## src/rtl/spi_pkg.sv

```systemverilog
`default_nettype none
// +----------------------------------------------------------------------------+
// | Package     : spi_pkg                                                      |
// | Description : Shared types and constants for the SPI word controller:     |
// |               FSM state encoding, default timing constants, SPI mode and   |
// |               a helper that sizes the phase counter.                       |
// | Revision    : 1.0 - initial release                                        |
// +----------------------------------------------------------------------------+
package spi_pkg;

  // Transaction FSM states. HIGH/LOW are the two SCK half-periods of a bit;
  // GAP replaces LOW after the last bit of every non-final byte.
  typedef enum logic [2:0] {
    IDLE  = 3'd0,
    LEAD  = 3'd1,
    HIGH  = 3'd2,
    LOW   = 3'd3,
    GAP   = 3'd4,
    TRAIL = 3'd5,
    GUARD = 3'd6
  } spi_state_t;

  // Default timing: clk cycles per SCK half-period and extra inter-byte gap.
  localparam int c_default_clk_div  = 4;
  localparam int c_default_byte_gap = 8;

  // SPI mode 0: SCK idles low, data sampled on the rising SCK edge.
  localparam bit c_spi_cpol = 1'b0;
  localparam bit c_spi_cpha = 1'b0;

  // Phase counter must hold the longest reload value (gap + half-period - 1).
  function automatic int phase_count_width(input int half, input int gap);
    int span;
    span = (gap + half > half) ? gap + half : half;
    return (span > 2) ? $clog2(span) : 1;
  endfunction

endpackage
`default_nettype wire

```

## src/rtl/spi_phase_counter.sv

```systemverilog
`default_nettype none
// +----------------------------------------------------------------------------+
// | Module      : spi_phase_counter                                            |
// | Description : Loadable down-counter. Reloaded by the FSM at the start of   |
// |               every SCK phase; expire is high while the count is zero,     |
// |               i.e. during the last clk cycle of the phase.                 |
// | Revision    : 1.0 - initial release                                        |
// +----------------------------------------------------------------------------+
// | Ports:                                                                     |
// |   clk        in   system clock                                            |
// |   resetn     in   asynchronous active-low reset                           |
// |   load       in   reload the counter with load_value                      |
// |   load_value in   phase length minus one                                  |
// |   expire     out  high during the final cycle of the phase                 |
// +----------------------------------------------------------------------------+
module spi_phase_counter #(
  parameter int WIDTH = 4
) (
  input  logic             clk,
  input  logic             resetn,
  input  logic             load,
  input  logic [WIDTH-1:0] load_value,
  output logic             expire
);

  logic [WIDTH-1:0] r_count;

  always_ff @(posedge clk or negedge resetn) begin
    if (!resetn) begin
      r_count <= '0;
    end else if (load) begin
      r_count <= load_value;
    end else if (r_count != '0) begin
      r_count <= r_count - 1'b1;
    end
  end

  assign expire = (r_count == '0);

endmodule
`default_nettype wire

```

## src/rtl/spi_word_controller.sv

```systemverilog
`default_nettype none
// +----------------------------------------------------------------------------+
// | Module      : spi_word_controller                                          |
// | Description : Mode-0 SPI controller exchanging one BITS-wide word per      |
// |               transaction. Bytes go out little-endian, MSB-first within    |
// |               each byte; received bytes are assembled the same way.        |
// | Revision    : 1.0 - initial release                                        |
// +----------------------------------------------------------------------------+
// | Ports:                                                                     |
// |   clk                 in   system clock                                   |
// |   resetn              in   asynchronous active-low reset                  |
// |   start               in   transfer request, accepted only when idle      |
// |   word_send_data      in   word to send, captured on accept               |
// |   busy                out  transaction in progress (incl. CS guard)       |
// |   done                out  one-cycle pulse, received word valid           |
// |   word_data_received  out  last received word                            |
// |   SCK / CS / COPI     out  SPI clock, chip select (active low), data out   |
// |   CIPO                in   SPI data in                                    |
// +----------------------------------------------------------------------------+
module spi_word_controller
  import spi_pkg::*;
#(
  parameter int BITS     = 64,
  parameter int CLK_DIV  = c_default_clk_div,
  parameter int BYTE_GAP = c_default_byte_gap
) (
  input  logic            clk,
  input  logic            resetn,
  input  logic            start,
  input  logic [BITS-1:0] word_send_data,
  output logic            busy,
  output logic            done,
  output logic [BITS-1:0] word_data_received,
  output logic            SCK,
  output logic            CS,
  output logic            COPI,
  input  logic            CIPO
);

  localparam int c_nbytes = BITS / 8;
  localparam int c_bcw    = (c_nbytes > 1) ? $clog2(c_nbytes) : 1;
  localparam int c_pw     = phase_count_width(CLK_DIV, BYTE_GAP);

  localparam logic [c_pw-1:0]  c_half_load = c_pw'(CLK_DIV - 1);
  localparam logic [c_pw-1:0]  c_gap_load  = c_pw'(BYTE_GAP + CLK_DIV - 1);
  localparam logic [c_bcw-1:0] c_last_byte = c_bcw'(c_nbytes - 1);

  spi_state_t r_state;
  spi_state_t w_state_next;

  logic            w_load;
  logic [c_pw-1:0] w_load_value;
  logic            w_expire;

  // Single-cycle control events decoded by the FSM for the datapath.
  logic w_accept;
  logic w_rise;
  logic w_fall;
  logic w_finish;
  logic w_release;

  logic [2:0]       r_bit_cnt;
  logic [c_bcw-1:0] r_byte_cnt;
  logic [BITS-1:0]  r_tx;
  logic [6:0]       r_rx;
  logic [7:0]       w_rx_byte;
  logic [BITS-1:0]  r_rx_word;
  logic [BITS-1:0]  r_word_out;
  logic             w_last_bit;
  logic             w_last_byte;
  logic             w_next_msb;

  logic r_sck;
  logic r_cs;
  logic r_copi;
  logic r_busy;
  logic r_done;

  assign w_last_bit  = (r_bit_cnt == 3'd7);
  assign w_last_byte = (r_byte_cnt == c_last_byte);
  assign w_rx_byte   = {r_rx, CIPO};

  // MSB of the following byte; a single-byte word never has one.
  if (c_nbytes > 1) begin : g_multi_byte
    assign w_next_msb = r_tx[15];
  end else begin : g_single_byte
    assign w_next_msb = 1'b0;
  end

  spi_phase_counter #(
    .WIDTH(c_pw)
  ) u_phase (
    .clk       (clk),
    .resetn    (resetn),
    .load      (w_load),
    .load_value(w_load_value),
    .expire    (w_expire)
  );

  always_ff @(posedge clk or negedge resetn) begin
    if (!resetn) begin
      r_state <= IDLE;
    end else begin
      r_state <= w_state_next;
    end
  end

  always_comb begin
    w_state_next = r_state;
    w_load       = 1'b0;
    w_load_value = c_half_load;
    w_accept     = 1'b0;
    w_rise       = 1'b0;
    w_fall       = 1'b0;
    w_finish     = 1'b0;
    w_release    = 1'b0;
    case (r_state)
      IDLE: begin
        if (start) begin
          w_accept     = 1'b1;
          w_load       = 1'b1;
          w_state_next = LEAD;
        end
      end
      LEAD, LOW, GAP: begin
        if (w_expire) begin
          w_rise       = 1'b1;
          w_load       = 1'b1;
          w_state_next = HIGH;
        end
      end
      HIGH: begin
        if (w_expire) begin
          w_fall = 1'b1;
          w_load = 1'b1;
          if (!w_last_bit) begin
            w_state_next = LOW;
          end else if (w_last_byte) begin
            w_state_next = TRAIL;
          end else begin
            w_load_value = c_gap_load;
            w_state_next = GAP;
          end
        end
      end
      TRAIL: begin
        if (w_expire) begin
          w_finish     = 1'b1;
          w_load       = 1'b1;
          w_state_next = GUARD;
        end
      end
      GUARD: begin
        if (w_expire) begin
          w_release    = 1'b1;
          w_state_next = IDLE;
        end
      end
      default: begin
        w_state_next = IDLE;
      end
    endcase
  end

  always_ff @(posedge clk or negedge resetn) begin
    if (!resetn) begin
      r_sck      <= c_spi_cpol;
      r_cs       <= 1'b1;
      r_copi     <= 1'b0;
      r_busy     <= 1'b0;
      r_done     <= 1'b0;
      r_bit_cnt  <= '0;
      r_byte_cnt <= '0;
      r_tx       <= '0;
      r_rx       <= '0;
      r_rx_word  <= '0;
      r_word_out <= '0;
    end else begin
      r_done <= w_finish;

      if (w_accept) begin
        r_tx       <= word_send_data;
        r_bit_cnt  <= '0;
        r_byte_cnt <= '0;
        r_cs       <= 1'b0;
        r_busy     <= 1'b1;
        r_copi     <= word_send_data[7];
      end

      if (w_rise) begin
        r_sck <= 1'b1;
        r_rx  <= w_rx_byte[6:0];
        if (w_last_bit) begin
          for (int k = 0; k < c_nbytes; k++) begin
            if (r_byte_cnt == c_bcw'(k)) begin
              r_rx_word[8*k +: 8] <= w_rx_byte;
            end
          end
        end
      end

      // Bit counter wraps 7 -> 0 on its own at the end of each byte.
      if (w_fall) begin
        r_sck     <= 1'b0;
        r_bit_cnt <= r_bit_cnt + 3'd1;
        if (!w_last_bit) begin
          r_copi    <= r_tx[6];
          r_tx[7:0] <= {r_tx[6:0], 1'b0};
        end else if (w_last_byte) begin
          r_copi <= 1'b0;
        end else begin
          r_copi     <= w_next_msb;
          r_tx       <= r_tx >> 8;
          r_byte_cnt <= r_byte_cnt + 1'b1;
        end
      end

      if (w_finish) begin
        r_cs       <= 1'b1;
        r_word_out <= r_rx_word;
      end

      if (w_release) begin
        r_busy <= 1'b0;
      end
    end
  end

  assign SCK                = r_sck;
  assign CS                 = r_cs;
  assign COPI               = r_copi;
  assign busy               = r_busy;
  assign done               = r_done;
  assign word_data_received = r_word_out;

endmodule
`default_nettype wire
```

## config.mk

```make
export PLATFORM = sky130hd
export DESIGN_NAME = spi_word_controller
export DESIGN_NICKNAME = d
export VERILOG_FILES = /design/src/rtl/spi_pkg.sv /design/src/rtl/spi_phase_counter.sv /design/src/rtl/spi_word_controller.sv
export SDC_FILE = /design/constraint.sdc
export NUM_CORES = 1
export LEC_CHECK = 0
export ABC_AREA = 1
export CORE_MARGIN = 2
export CORE_UTILIZATION = 53
export DETAILED_ROUTE_END_ITERATION = 12
export PLACE_DENSITY = 0.78
export SKIP_LAST_GASP = 1
export SLEW_MARGIN = 25
export SYNTH_ARGS = -nofsm -noshare
export SYNTH_HDL_FRONTEND = slang
export SYNTH_SLANG_ARGS = --single-unit
```

## constraint.sdc

```tcl
create_clock -name clk -period 3.05 [get_ports clk]
set_clock_uncertainty 0.2 [all_clocks]
set_input_delay 0.61 -clock clk [delete_from_list [all_inputs] [get_ports clk]]
set_output_delay 0.61 -clock clk [all_outputs]
set_load 0.05 [all_outputs]
```

==> Yosys cells after proc, flatten, opt, wreduce, memory -nomap -nowiden <==
Cells that the tools add are included.
W data, S select, Z words.
{ "word_totals": {"reg_bits": 217, "input_bits": 68} }
{ "op_classes": {"n_addsub": 3, "n_eq_ne": 19, "n_mux": 43, "n_reduce_logical": 20} }
{ "op_table": {"columns": ["op", "count"], "rows": [
  ["$mux W64", 3],
  ["$mux W56", 1],
  ["$mux W3", 12],
  ["$eq A3 B3 Y1 const B", 8],
  ["$mux W4", 6],
  ["$reduce_and A3 Y1", 8],
  ["$mux W1", 18],
  ["$pmux W3 S5", 1],
  ["$eq A3 B2 Y1 const B", 4],
  ["$reduce_bool A2 Y1", 5],
  ["$mux W8", 1],
  ["$ne A2 B1 Y1 const B", 4],
  ["$add A3 B1 Y3 const B", 2],
  ["$eq A3 B1 Y1 const B", 2],
  ["$logic_not A3 Y1", 2],
  ["$reduce_and A5 Y1", 1],
  ["$reduce_or A5 Y1", 1],
  ["$logic_not A4 Y1", 1],
  ["$reduce_bool A4 Y1", 1],
  ["$sub A4 B1 Y4 const B", 1],
  ["$reduce_or A3 Y1", 1],
  ["$ne A2 B2 Y1 const B", 1],
  ["$pmux W1 S2", 1]
]} }

==> Logic depth before layout (Yosys ltp) <==
Gate-level depths: netlist (run 1).
{ "depth": {"word_depth": 6, "depth_mapped": 10} }

==> Cells and area by module <==
From an unflattened synthesis (run 1), not the netlist that was laid out.
{ "unflattened": {"cells_unflattened": 1141, "hier_area_um2": 9756.9} }
{ "by_module_without_submodules": {"columns": ["module", "instances", "cells_per_inst", "area_per_inst_um2", "seq_area_each_um2"], "rows": [
  ["spi_word_controller", 1, 1107, 9514.1, 5306.3],
  ["spi_phase_counter", 1, 34, 242.7, 100.1]
]} }

==> Worst setup path after synthesis (run 1) <==
No wires, ideal clock.
{ "synth_path": {"kind": "reg-to-reg", "from": "register u_phase.r_count[0]", "to": "register r_word_out[24], in the netlist word_data_received[24]", "arrival_time_ns": 1.510, "path_slack_ns": 1.222, "stages_incl_launch_ff": 10, "n_path_buf": 2, "period_less_slack_ns": 1.828, "cell_sequence": "dfrtp_1 -> inv_1 -> ha_1 -> nand2_1 -> nor2_1 -> nand3_1 -> buf_2 -> buf_1 -> nand2_1 -> nand2_1"} }
{ "synth_via": {"elab_chain_cells": 3} }
{ "synth_lines": {"columns": ["element", "line", "source"], "rows": [
  ["from (decl)", "spi_phase_counter.sv:26", "logic [WIDTH-1:0] r_count;"],
  ["from (signal assigned)", "spi_phase_counter.sv:32", "r_count <= load_value;"],
  ["from (signal assigned)", "spi_phase_counter.sv:34", "r_count <= r_count - 1'b1;"],
  ["$logic_not A4 Y1", "spi_phase_counter.sv:38", "assign expire = (r_count == '0);"],
  ["$mux W1", "spi_word_controller.sv:147", "if (w_expire) begin"],
  ["$mux W1", "spi_word_controller.sv:117", "case (r_state)"],
  ["to (signal assigned)", "spi_word_controller.sv:220", "r_word_out <= r_rx_word;"],
  ["to (decl)", "spi_word_controller.sv:68", "logic [BITS-1:0] r_word_out;"]
]} }
Every way passes these cells.
A chain may end at the register's enable or synchronous reset.

==> Final worst setup path (run 1) <==
{ "layout_path": {"from": "register r_cs, in the netlist CS", "to": "output CS"} }
{ "layout_lines": {"columns": ["element", "line", "source"], "rows": [
  ["from (decl)", "spi_word_controller.sv:74", "logic r_cs;"],
  ["from (signal assigned)", "spi_word_controller.sv:168", "r_cs <= 1'b1;"],
  ["from (signal assigned)", "spi_word_controller.sv:185", "r_cs <= 1'b0;"],
  ["from (signal assigned)", "spi_word_controller.sv:219", "r_cs <= 1'b1;"],
  ["to (decl)", "spi_word_controller.sv:35", "output logic CS,"]
]} }
No word-level cell between the ends.

==> results of run 1 <==
## metrics by stage
stage | setup slack (ps) | hold WS [ps] | cell area (um^2)
after detailed placement | 795.7 | 253.7 | 11200
after floorplan | 1222 | 114.4 | 9634
final | 415.5 | 268.4 | 11970
after global placement | 874.5 | 247.6 | 11200
after CTS | 401.4 | 269.0 | 11970
after global routing | 387.0 | 291.8 | 11970
## flip-flops by register name (all words and copies together) (netlist names)
register and cells:
r_bit_cnt 3, r_rx 7, r_byte_cnt 3, CS 1
u_phase.r_count 4, r_rx_word 64, SCK 1, COPI 1
busy 1, r_state 3, done 1, word_data_received 64
r_tx 63
## cells in the mapped netlist, types with 2 or more instances
| cell | n |
|---|---|
| buf_2 | 37 |
| nor2_1 | 15 |
| a21oi_1 | 2 |
| nor2_4 | 3 |
| buf_1 | 7 |
| nand2_1 | 734 |
| o22ai_1 | 2 |
| nand2_2 | 2 |
| clkbuf_1 | 22 |
| inv_2 | 3 |
| dfrtp_1 | 215 |
| ha_1 | 10 |
| buf_6 | 4 |
| nand4_1 | 76 |
| nand3_1 | 33 |
| clkinv_1 | 3 |
| o21ai_0 | 7 |
| inv_1 | 39 |
## final cells by class
type                       count  area, um^2
multi-input combinational    888        3732
sequential                   216        5406
timing repair buffer         157        1613
inverter                      45       168.9
clock inverter                 7       88.84
clock buffer                  32       669.4
tap                          229       286.5
fill                        1490        5937
## logic make-up after synthesis
kind of cell	after synthesis	share of synthesized area (%)
AND/OR/NAND/NOR	864	36.42
flip-flops	216	56.12
adder cells (fa/ha/maj)	10	1.299
buffers and inverters	115	5.273
AO/OA/AOI/OAI	14	0.8961
## routing by layer
metal / up-vias / GRT usage, % / share of wire, % / wire, um
li1: 4025 / - / - / -
met4: 0 / 5.954 / 2.0 / 459
met1: 3850 / 32.17 / 43 / 9743
met2: 251 / 40.47 / 50 / 11390
met5: - / 0 / 0 / 0
met3: 35 / 3.108 / 5.3 / 1219
## how the worst max path moves through the flow
stage,startpoint,endpoint,depth (start not counted)
floorplan,u_phase.r_count[0],word_data_received[24],9
global placement,start,r_tx[3],7
detailed placement,r_byte_cnt[0],r_rx_word[22],7
CTS,CS,CS,1
global route,CS,CS,1
finish,CS,CS,1
## layout by cell type (no fill, tap or decap), drive strengths merged
cell type | synthesis | routed
nand2 | 736 | 736
dfrtp | 215 | 215
clkdlybuf4s50 | 0 | 135
nand4 | 76 | 76
inv | 42 | 42
nand3 | 34 | 34
clkbuf | 22 | 33
buf | 48 | 20
nor2 | 18 | 18
ha | 10 | 10
o21ai | 8 | 8
clkinv | 3 | 8
a21oi | 3 | 3
o22ai | 2 | 2
bufinv | 0 | 2
dfstp | 1 | 1
o21a | 1 | 1
dlygate4sd3 | 0 | 1
## report_power, final
part	switching (mW)	total [mW]	internal [mW]
Clock	1.11	2.80	1.69
Combinational	1.12	1.81	0.686
Sequential	0.461	3.84	3.37
==> results.md, run 1 <==
* Wire per inst at 14.49 um
* Vias in the first global route at between 7000 and 8000
* Largest net degree at the start of global routing at 75
* Largest cells by area after synthesis: dfrtp_1, nand2_1, nand4_1, buf_2, nand3_1
* Antenna Cells at 0
* Worst path cell trace: clkdlybuf4s50_1
* Yosys warns at 0
* First DRT Iteration DRCs at ~750
* Clock Latency Late Sink at 510 ps
* Final setup viols at 0
* Endpoint class of the critical path: primary output
* Synth top area share at between 50% and 60%
* Mapped Area at ~9600 um^2
* Crit Path Class: reg2out
* # resized after CTS at 0
* Worst flop-to-flop path endpoint: r_rx_word[17]
* Clock Root Buffer: clkbuf_16
* Crit path time final at between 2000 and 3000 ps
* Synth area leader: dfrtp_1
* Hold EP: r_tx[28]
* Hold depth at 2
* Vias per cell at around 5.2
* Crit path max-delay cell type: clkdlybuf4s50_1
* Post-synth EDFFs at 0
* Status: complete, no violations
* First drt pass iteration count at 5
* Worst hold-check path type: reg2reg
* DP HPWL at around 15000 um
* Initial antenna violation count at 0
* CP arrival at roughly 1800 ps
* Max Fclk at approximately 380 MHz
* Async set or reset register ratio after synthesis at between 90% and 100%
* Power Total at ~8.4 mW
* Antenna viol nets, final at 0
* FF+latch count, synth at about 220
* Slew HR at 53.38%
* CP bufs+invs at 1
* Critical path's largest stage delay at 790 ps
* Chip Height at 138.8 um
* First-pass GRT wire length at ~38000 um
* Critical Path RT at 2240 ps
* Core area at 17900 um^2
* Die W at approximately 140 um
* Max-cap violation count at 0
* Pleak at around 6.4 nW
* Worst R2R Setup Slack at 750 ps
* TritonCTS clock tree: yes
* Detailed-route via count at slightly above 8000
* FF-to-FF Start: r_byte_cnt[0]
* Clock Path Buffers at 3
* Sink Count at 216
* Worst Setup Start Kind: flip-flop
* Share of layout cells above drive strength 1 at under 10%
* Total congestion overflow at 0
* Slew @ Worst Pin at ~700 ps
* Register area share after synthesis at ~56%
* I/O pin count at between 100 and 150
* Unrepaired setup endpoints after global routing: false
* # DRC at 0
* Mapped Cells at approximately 1200
* Peak VDD IR at between 0.4 and 0.5 mV
* Hold Crit Start: r_tx[36]
* Syn_area_per_cell at ~7.9 um^2
* Layout area overhead at 24.19%
* Crit Path Max Fanout at 2
* Final worst path period share at 86.38%
* TNS Setup at 0 ps
* Layout Cells excl Fill at around 1600
* Reg clk slew, reported paths at 60 ps
* Worst path top cell family by delay: buffers and inverters
* PwrDens at around 710 nW/um^2
* Num rows at between 40 and 50
* Util after Layout at roughly two thirds
* WL final at ~23000 um
* Synth cell types at 23
* Ys flop type: dfrtp_1
* Final Net Count at 1408
* Setup repair bufs after CTS at 0
* Routability Congestion at roughly 0.84
* GRT Util Overall at a little under a quarter
* R2r worst-path depth at 7
* Die area at about 19000 um^2
* Hold_buf cts at 1
* Initial core utilization at between 50% and 60%
* H-Tree Depth at 1
* Post-synthesis net count at 1297
* Slew Limit Fails at 0
* Placed cell count at 1534
* CTS Buf Count at 22
* Final-report hold violation count at 0
* # port buffers at around 140
(Power assumes the default switching activity.)
==> run 2: changes to the inputs <==
--- a/config.mk
+++ b/config.mk
@@ -9,6 +9,7 @@
 export CORE_MARGIN = 2
 export CORE_UTILIZATION = 53
 export DETAILED_ROUTE_END_ITERATION = 12
+export GPL_TIMING_DRIVEN = 0
 export PLACE_DENSITY = 0.78
 export SKIP_LAST_GASP = 1
 export SLEW_MARGIN = 25
==> run 2 against run 1 <==
  * Count of clock-buffer cells in the layout fell by 3
  * Combinational power rose by 11%
  * Final area increased by 2.0%
  * First-iteration DRC count fell by 18%
  * Final cell count rose by 3.4%
  * Sequential cell count is the same
  * Total power grew 4.9%
  * Largest cell class unchanged
==> results.md, run 2 (synthesized netlist as in run 1, its figures left out) <==
* Status: complete, no violations
* Layout Cells excl Fill at 1627
* Crit path time final at between 2000 and 3000 ps
* Max Fclk at 379.5 MHz
* Final Net Count at about 1500
* Hold EP: word_data_received[48]
* Switch Pwr at approximately 2.8 mW
* Routability Congestion at between 0.8 and 0.9
* Antenna viol nets, final at 0
* Worst flop-to-flop path endpoint: word_data_received[45]
* Sequential share of power at between 40% and 50%
* Detailed-route via count at 8493
* Sink Count at about 220
* Crit path setup slack, layout at approximately 420 ps
* Hold depth at 2
* Worst Setup Start Kind: flip-flop
* # resized after CTS at 0
* Slew @ Worst Pin at about 700 ps
* FF-to-FF Start: u_phase.r_count[0]
* Wire per inst at 15.18 um
* Vias in the first global route at slightly above 8000
* Initial antenna violation count at 0
* CP bufs+invs at 1
* Peak VDD IR at 0.6092 mV
* Clock Latency Late Sink at ~510 ps
* Slew HR at between 50% and 60%
* Commonest non-fill, non-tap cell in the layout: nand2_1
* Vias per cell at between 5 and 6
* Worst path cell trace: clkdlybuf4s50_1
* GRT Util Overall at 25.68%
* Setup repair bufs after CTS at 0
* Num rows at 49
* Initial core utilization at a little over half
* Int Power at 6.075 mW
* Clk network pwr share at a little over a third
* Endpoint class of the critical path: primary output
* Placed cell count at about 1600
* Final-report hold violation count at 0
* Die W at roughly 140 um
* Power Total at around 9 mW
* Critical Path RT at roughly 2200 ps
* Core area at around 18000 um^2
* Unrepaired setup endpoints after global routing: false
* CTS Buf Count at 23
* Max-cap violation count at 0
* DP HPWL at 16850 um
* Crit path max-delay cell type: clkdlybuf4s50_1
* Hold Crit Start: r_rx_word[48]
* Worst hold-check path type: reg2reg
* Sw frac at 31.41%
* # DRC at 0
* First DRT Iteration DRCs at approximately 600
* Clock Path Buffers at 3
* I/O pin count at 137
* Comb power frac at between 20% and 30%
* Final worst path period share at a little under nine tenths
* Clock Root Buffer: clkbuf_16
* Die area at 19270 um^2
* # port buffers at between 100 and 150
* Share of layout cells above drive strength 1 at 6.724%
* CP arrival at between 1500 and 2000 ps
* First-pass GRT wire length at between 40000 and 50000 um
* Reg clk slew, reported paths at 60 ps
* Chip Height at roughly 140 um
* Layout area overhead at 26.68%
* Crit Path Class: reg2out
* TritonCTS clock tree: yes
* First drt pass iteration count at 6
* Total congestion overflow at 0
* PwrDens at roughly 730 nW/um^2
* Pleak at between 6 and 7 nW
* Antenna Cells at 0
* Critical path's largest stage delay at 790 ps
* Hold_buf cts at 1
* Place WS at between 600 and 700 ps
* Util after Layout at 68.17%
* Slew Limit Fails at 0
* Worst path top cell family by delay: buffers and inverters
* Final setup viols at 0
* WL final at 24710 um
* Largest net degree at the start of global routing at 96
* R2r worst-path depth at 9
* Most frequent cells in the layout: nand2_1, dfrtp_1, clkdlybuf4s50_1
* Worst R2R Setup Slack at about 740 ps
* Crit Path Max Fanout at 2
* H-Tree Depth at 1
-- run 2: cell count changes in the layout (fill, tap and decap cells not counted), moves of 2 or more --
cell and delta:
clkinv_2 -3, bufinv_16 +4, buf_12 -7, buf_6 +4, nand3_2 -2, clkbuf_1 +21
buf_2 +37, buf_16 +2, clkbuf_8 -3, buf_1 +7, buf_4 -13, nand3_1 +2
clkinvlp_4 +4
-- run 2: power groups by stage --
stage	clock, mW	combinational, mW	sequential, mW
floorplan	0	1.38	3.68
global placement	0	1.90	3.74
detailed placement	0	1.99	3.74
CTS	3.18	2.01	3.70
global route	3.29	2.32	3.75
finish	3.14	2.01	3.71
-- run 2: worst register-to-register path, cell delays in order, from the launching register on --
cell and delay [ps]:
dfrtp_1 380, inv_1 120, ha_1 220, nand2_1 90, nor2_1 230, nand3_1 210
buf_2 260, clkbuf_1 290, nand2_1 140, nand2_1 70
-- run 2: cell type report --
type / instances / area, um^2
Clock inverter: 12 / 224.0
Multi-Input combinational cell: 888 / 3720
Inverter: 45 / 168.9
Timing Repair Buffer: 138 / 1421
Tap cell: 229 / 286.5
Fill cell: 1479 / 5698
Clock buffer: 29 / 638.1
Buffer: 70 / 339.1
Sequential cell: 216 / 5406
-- run 2: worst max path at each step --
stage	startpoint	to	slack, ps	depth (start not counted)
after global placement	resetn	r_tx[37]	-7800	1
after floorplan	u_phase.r_count[0]	word_data_received[24]	1220	9
after global routing	CS	CS	370	1
after detailed placement	start	r_tx[3]	670	7
after CTS	CS	CS	390	1
final	CS	CS	420	1
-- run 2: metrics by stage --
step	setup TNS [ps]	cell area [um^2]	hold slack, ps
after detailed placement	0	11330	250.4
after global placement	-1678680	11270	247.8
after global routing	0	12200	290.5
final	0	12200	262.4
after CTS	0	12200	262.6
after floorplan	0	9634	114.4
-- run 2: routing by layer --
metal	vias up	GRT usage (%)	routed length (um)
li1	4127	-	-
met1	3957	33.87	10140
met2	349	44.88	12340
met3	60	3.349	1577
met4	0	7.496	643
met5	-	0	0
